$ cat src/rtl/divider_16bit.sv
// Unsigned 16-bit restoring divider, one quotient bit per clock, MSB first; done 16 cycles after accepted start.
// No backpressure: start is taken only in IDLE or DONE and ignored while busy; divide-by-zero finishes in one cycle.
module divider_16bit #(
  parameter int WIDTH = 16
) (
  input  logic             clk,
  input  logic             rst,
  input  logic             start,
  input  logic [WIDTH-1:0] dividend,
  input  logic [WIDTH-1:0] divisor,
  output logic [WIDTH-1:0] quotient,
  output logic [WIDTH-1:0] remainder,
  output logic             busy,
  output logic             done,
  output logic             div_by_zero
);

  typedef enum logic [1:0] {IDLE, RUN, DONE} state_t;

  localparam logic [4:0] LAST_ITER = 5'(WIDTH - 1);

  state_t           state;
  logic [WIDTH-1:0] dvd;
  logic [WIDTH-1:0] dvs;
  logic [WIDTH-1:0] rem;
  logic [WIDTH-1:0] quo;
  logic [4:0]       cnt;

  logic [WIDTH:0]   shifted;
  logic [WIDTH:0]   diff;
  logic             q_bit;
  logic [WIDTH-1:0] rem_next;
  logic [WIDTH-1:0] quo_next;

  // The partial remainder is always below the divisor, so bit WIDTH of the
  // 17-bit trial difference is a reliable sign bit.
  assign shifted  = {rem, dvd[WIDTH-1]};
  assign diff     = shifted - {1'b0, dvs};
  assign q_bit    = ~diff[WIDTH];
  assign rem_next = q_bit ? diff[WIDTH-1:0] : shifted[WIDTH-1:0];
  assign quo_next = {quo[WIDTH-2:0], q_bit};

  assign busy = (state == RUN);
  assign done = (state == DONE);

  always_ff @(posedge clk) begin
    if (rst) begin
      state       <= IDLE;
      dvd         <= '0;
      dvs         <= '0;
      rem         <= '0;
      quo         <= '0;
      cnt         <= '0;
      quotient    <= '0;
      remainder   <= '0;
      div_by_zero <= 1'b0;
    end else begin
      case (state)
        IDLE, DONE: begin
          if (start) begin
            dvd <= dividend;
            dvs <= divisor;
            rem <= '0;
            quo <= '0;
            cnt <= '0;
            if (divisor == '0) begin
              state       <= DONE;
              quotient    <= '1;
              remainder   <= dividend;
              div_by_zero <= 1'b1;
            end else begin
              state       <= RUN;
              div_by_zero <= 1'b0;
            end
          end else if (state == DONE) begin
            state <= IDLE;
          end
        end
        RUN: begin
          dvd <= dvd << 1;
          rem <= rem_next;
          quo <= quo_next;
          cnt <= cnt + 5'd1;
          if (cnt == LAST_ITER) begin
            state     <= DONE;
            quotient  <= quo_next;
            remainder <= rem_next;
          end
        end
        default: state <= IDLE;
      endcase
    end
  end

endmodule

$ cat config.mk
export PLATFORM = sky130hd
export DESIGN_NAME = divider_16bit
export DESIGN_NICKNAME = d
export VERILOG_FILES = /design/src/rtl/divider_16bit.sv
export SDC_FILE = /design/constraint.sdc
export NUM_CORES = 1
export LEC_CHECK = 0
export BUFFER_PORTS_ARGS = -buffer_cell sky130_fd_sc_hd__buf_2
export CORE_MARGIN = 3
export CORE_UTILIZATION = 57
export CTS_CLUSTER_DIAMETER = 150
export DETAILED_ROUTE_END_ITERATION = 8
export GPL_ROUTABILITY_DRIVEN = 0
export GPL_TIMING_DRIVEN = 0
export PLACE_DENSITY = 0.79
export RECOVER_POWER = 50
export REMOVE_ABC_BUFFERS = 1
export SLEW_MARGIN = 40
export SYNTH_ARGS = -nofsm -noshare
export SYNTH_HDL_FRONTEND = slang
export SYNTH_SLANG_ARGS = --single-unit
$ cat constraint.sdc
create_clock -name clk -period 3.2 [get_ports clk]
set_clock_uncertainty 0.05 [all_clocks]
set_input_delay 0.96 -clock clk [delete_from_list [all_inputs] [get_ports clk]]
set_output_delay 0.96 -clock clk [all_outputs]
set_load 0.05 [all_outputs]
# --- Yosys cells after proc, flatten, opt, wreduce, memory -nomap -nowiden ---
# Cells that the tools add are included.
totals:
  ff_bits: 103
  latchBits: 0
  ram_bits: 0
  romBits: 0
  mem_count: 0
op_classes:
  add_sub_neg: 2
  multipliers: 0
  n_div: 0
  n_lt_le_gt_ge: 0
  n_eq_ne: 7
  n_shift: 0
  n_mux: 22
  bitwise_logic: 1
  n_reduce_logical: 8
ops:
  columns: ["cell", "n"]
  rows:
  - ["16-bit 2-to-1 mux", 9]
  - ["16-bit one-hot mux with 2 select lines", 4]
  - ["15-bit one-hot mux with 2 select lines", 1]
  - ["17-bit by 16-bit subtractor with 17-bit output", 1]
  - ["16-bit logical NOT", 1]
  - ["5-bit one-hot mux with 2 select lines", 1]
  - ["2-bit 2-to-1 mux", 4]
  - ["2-bit AND reduction", 3]
  - ["5-bit by 1-bit adder with 5-bit output, second input constant", 1]
  - ["5-bit by 4-bit == test with 1-bit output, second input constant", 1]
  - ["5-bit 2-to-1 mux", 1]
  - ["2-bit != test, second input constant", 2]
  - ["2-bit one-hot mux with 2 select lines", 1]
  - ["4-bit AND reduction", 1]
  - ["3-bit != test, second input constant", 1]
  - ["2-bit by 1-bit == test with 1-bit output, second input constant", 1]
  - ["2-bit == test, second input constant", 1]
  - ["2-bit logical NOT", 1]
  - ["2-bit by 1-bit != test with 1-bit output, second input constant", 1]
  - ["2-bit nonzero test", 1]
  - ["2-bit OR reduction", 1]
  - ["1-bit 2-to-1 mux", 1]
  - ["1-bit inverter", 1]

# --- Logic depth before layout (Yosys ltp) ---
logic_depth:
  word_depth: 4
  ltp_mapped: 12
  depth_no_buf: 10

# --- Worst setup path after synthesis ---
# No wires, ideal clock.
synth_timing:
  path_type: "reg2reg"
  start: "register dvs[11]"
  end: "register remainder[0]"
  t_arrival_ns: 2.463
  required_ns: 3.071
  setup_slack_ns: 0.608
  stages_incl_launch_ff: 12
  n_path_buf: 2
  period_less_slack_ns: 2.592
  path_cell_list: "dfxtp_1 -> inv_1 -> ha_1 -> buf_2 -> nand2_2 -> or4_4 -> a211oi_4 -> or3_1 -> buf_4 -> a21oi_1 -> a311o_1 -> a211oi_2"
synth_between:
  elab_chain_cells: 4
synth_lines:
  columns: ["item", "line_no", "source"]
  rows:
  - ["start, declared", "24", "logic [WIDTH-1:0] dvs;"]
  - ["start signal, assigned", "62", "dvs <= divisor;"]
  - ["17-bit by 16-bit subtractor with 17-bit output", "38", "assign diff = shifted - {1'b0, dvs};"]
  - ["16-bit 2-to-1 mux", "40", "assign rem_next = q_bit ? diff[WIDTH-1:0] : shifted[WIDTH-1:0];"]
  - ["16-bit 2-to-1 mux", "84", "if (cnt == LAST_ITER) begin"]
  - ["16-bit one-hot mux with 2 select lines", "58", "case (state)"]
  - ["end signal, assigned", "69", "remainder <= dividend;"]
  - ["end signal, assigned", "87", "remainder <= rem_next;"]
  - ["end, declared", "12", "output logic [WIDTH-1:0] remainder,"]
# Every way passes these cells. The select of a mux whose other input is x is not followed.
# A chain may end at the register's enable or synchronous reset.

# --- Worst setup path after layout ---
layout_timing:
  start: "register dvd[15]"
  end: "register remainder[5]"
layout_between:
  elab_chain_cells: 4
layout_lines:
  columns: ["item", "line_no", "source"]
  rows:
  - ["start, declared", "23", "logic [WIDTH-1:0] dvd;"]
  - ["start signal, assigned", "61", "dvd <= dividend;"]
  - ["start signal, assigned", "80", "dvd <= dvd << 1;"]
  - ["17-bit by 16-bit subtractor with 17-bit output", "38", null]
  - ["16-bit 2-to-1 mux", "40", null]
  - ["16-bit 2-to-1 mux", "84", null]
  - ["16-bit one-hot mux with 2 select lines", "58", null]
# Every way passes these cells. The select of a mux whose other input is x is not followed.

==> flow_summary.json <==
{
  "outcome": "complete, no violations",
  "hp-class": "reg -> reg",
  "p_comb_share_pct": 44.0,
  "synth.avg_cell_area_um2": 7.70,
  "p_per_area_nw_per_um2": 765,
  "cts_buffers": 9,
  "clock-sinks": 103,
  "fp.dieH_um": 99.4,
  "end_kind": "register",
  "r2r_slack_ns": 0.18,
  "drt_wl_total_mm": 12.2,
  "slew_violations": 0,
  "grt_max_degree": 49,
  "pin_count": 70,
  "rsz0062_at_grt": "false",
  "min_path_cells": 2,
  "die-area_um2": 9870,
  "r2r-start": "dvd[15]",
  "grt_usage_pct": 24.8,
  "syn_inst": 645,
  "crit_type": "reg -> reg",
  "yosysWarningCount": 0,
  "hold_buffers": 0,
  "worstRegToRegCells": 10,
  "required_ns": 3.39,
  "row_count": 33,
  "layout-drive-gt1-share_pct": 9.99,
  "setup_viol": 0,
  "drtPass1Iterations": 5,
  "grt_pass1_wl_mm": 20.2,
  "synth_area_leaders": "dfxtp_1 42%, a21oi_1 9.4%, nand2_1 8.7%",
  "fmax_mhz": 331,
  "path_cells": "inv_1 -> ha_1 -> fa_1 -> nor2b_1 -> o31ai_2 -> a211oi_4 -> or3_1 -> a21boi_0 -> o21ai_0 -> a211oi_1",
  "synth_cell_types": 55,
  "critPathSlowestCell": "or3_1",
  "die_x_um": 99.4,
  "hold_viol": 0,
  "insertion_delay_ns": 0.37,
  "cts_tree": "done",
  "htree_num_levels": 3,
  "swShare_pct": 40.6,
  "critPathArrivalTime_ns": 3.20,
  "power.internal_uw": 2510,
  "via_count": 4753,
  "ys_seq_area_share_pct": 41.5,
  "tightestPinTransition_ns": 1.04,
  "first_global_vias": 4368,
  "grt_overflow": 0,
  "synth.most_common_cell": "nand2_1",
  "insertedDiodeCount": 0,
  "cp-start-kind": "register",
  "cts_setup_buffers": 0,
  "min_period_over_period_pct": 94.3,
  "max_cap_viol_count": 0,
  "whs_ns": 0.410,
  "dominantRegCellSynth": "dfxtp_1",
  "netlist_area_um2": 4970,
  "total_leakage_power_uw": 0.00208,
  "hp-start": "dvs[6]",
  "cts.path.max_buffers": 2,
  "min_period_ns": 3.02,
  "final_core_util_pct": 66.3,
  "nets": 741,
  "post_drt_wl_per_cell_um": 15.3,
  "antenna_found_initial": 0,
  "p_seq_share_pct": 34.9,
  "synth_edf_count": 0,
  "post-dp-hpwl_mm": 8.41,
  "switchingPower_uw": 1720,
  "syn_to_final_growth_pct": 11.4,
  "drc": 0,
  "slew_headroom_pct": 30.8,
  "viasPerCell": 5.97,
  "hold_end": "dvs[6]",
  "ys_async_sr_fraction_pct": 0,
  "p_clk_share_pct": 21.1,
  "cts-root-buf": "clkbuf_8",
  "ys_ff_latch": 103,
  "critPathMaxFanout": 10,
  "max_stage_delay_ns": 0.41,
  "yosys.area.top_type": "dfxtp_1",
  "synth.top_cell.area_share_pct": 41.5,
  "initial_core_util_pct": 59.6,
  "ant_nets": 0,
  "core-area_um2": 8340,
  "port_buffers": 69,
  "synth_commonest_cells": "115 x nand2_1, 103 x dfxtp_1, 93 x a21oi_1, 54 x nor2_1",
  "path_clk_slew_ns": 0.10,
  "vdd_drop_max_uv": 474,
  "r2r-end": "remainder[5]",
  "first_iter_violations": 209
}
## layer usage
metal | wire length [um] | part of all wire [%] | vias up | track usage (%)
li1 | - | - | 2347 | -
met1 | 5410 | 44 | 2255 | 31.9
met2 | 5990 | 49 | 140 | 42.9
met3 | 679 | 5.6 | 11 | 5.33
met4 | 107 | 0.88 | 0 | 5.46
met5 | 0 | 0 | - | 0
## sequential cells by signal, indices dropped and copies added (netlist names)
register	cells
quotient	16
remainder	16
cnt	5
dvd	16
dvs	16
rem	16
div_by_zero	1
state	2
quo	15
## timing repair
action                                 in CTS  in global routing
resized for setup                           1                  3
setup endpoints to repair                   3                  7
endpoints found under the hold margin       0                  0
## cell type report
type / instances / area (um2)
Sequential cell: 103 / 2060
Tap cell: 105 / 131
Clock inverter: 6 / 92.6
Multi-Input combinational cell: 480 / 2700
Inverter: 21 / 83.8
Fill cell: 755 / 2810
Timing Repair Buffer: 72 / 337
Clock buffer: 9 / 124
## critical path: cells and delay by family, from the launching register on
| family | cells | cell delay (ns) |
|---|---|---|
| AOI/OAI and AO/OA | 5 | 1.12 |
| and+or+nand+nor | 2 | 0.65 |
| adders and majority gates | 2 | 0.62 |
| DFF | 1 | 0.40 |
| buffers and inverters | 1 | 0.06 |
## metrics by stage
stage | total power (uW) | setup slack (ns) | instance area [um2] | TNS (ns) | instances
after global placement | 3210 | -1.78 | 5280 | -80.97 | 778
after CTS | 4210 | 0.103 | 5610 | 0 | 796
after detailed placement | 3290 | -0.0211 | 5390 | -0.0211 | 781
after global routing | 4500 | 0.0249 | 5530 | 0 | 796
after floorplan | 2870 | -0.212 | 4810 | -3.29 | 604
final | 4230 | 0.183 | 5530 | 0 | 796
## cells in the final DEF, fill, tap and decap left out, types with 18 or more instances in the layout
cell type  Yosys  layout
nor2_1        54      53
nand2_1      115     114
dfxtp_1      103     103
a21oi_1       93      93
a22oi_1       21      21
clkbuf_1      35      36
nor3_1        35      34
buf_2          2      33
o21ai_0       25      25
ha_1          18      18
inv_1         19      19
## logic make-up (layout without fill, tap and decap cells)
kind of cell             Yosys count  after routing  synth area share (%)
AO/OA/AOI/OAI                    193            193                  23.8
XOR/XNOR                          12             12                  2.12
adder cells (fa/ha/maj)           19             19                  4.94
buffers and inverters             62            108                  4.81
flip-flops                       103            103                  41.5
multiplexers                       1              1                 0.202
AND/OR/NAND/NOR                  255            255                  22.6
## power by group through the flow
stage	logic [uW]	registers, uW	clock network [uW]
floorplan	1400	1470	0
global placement	1710	1500	0
detailed placement	1790	1500	0
CTS	1820	1470	910
global route	2060	1490	954
finish	1860	1480	894
## worst max path at each step
| stage | cells after the start | start | slack, ns | end |
|---|---|---|---|---|
| floorplan | 4 | start | -0.21 | rem[10] |
| global placement | 5 | start | -1.78 | rem[10] |
| detailed placement | 7 | divisor[10] | -0.02 | remainder[10] |
| CTS | 3 | state[0] | 0.10 | busy |
| global route | 8 | rem[10] | 0.02 | rem[5] |
| finish | 10 | dvd[15] | 0.18 | remainder[5] |
Power figures use the tool's default switching activity.
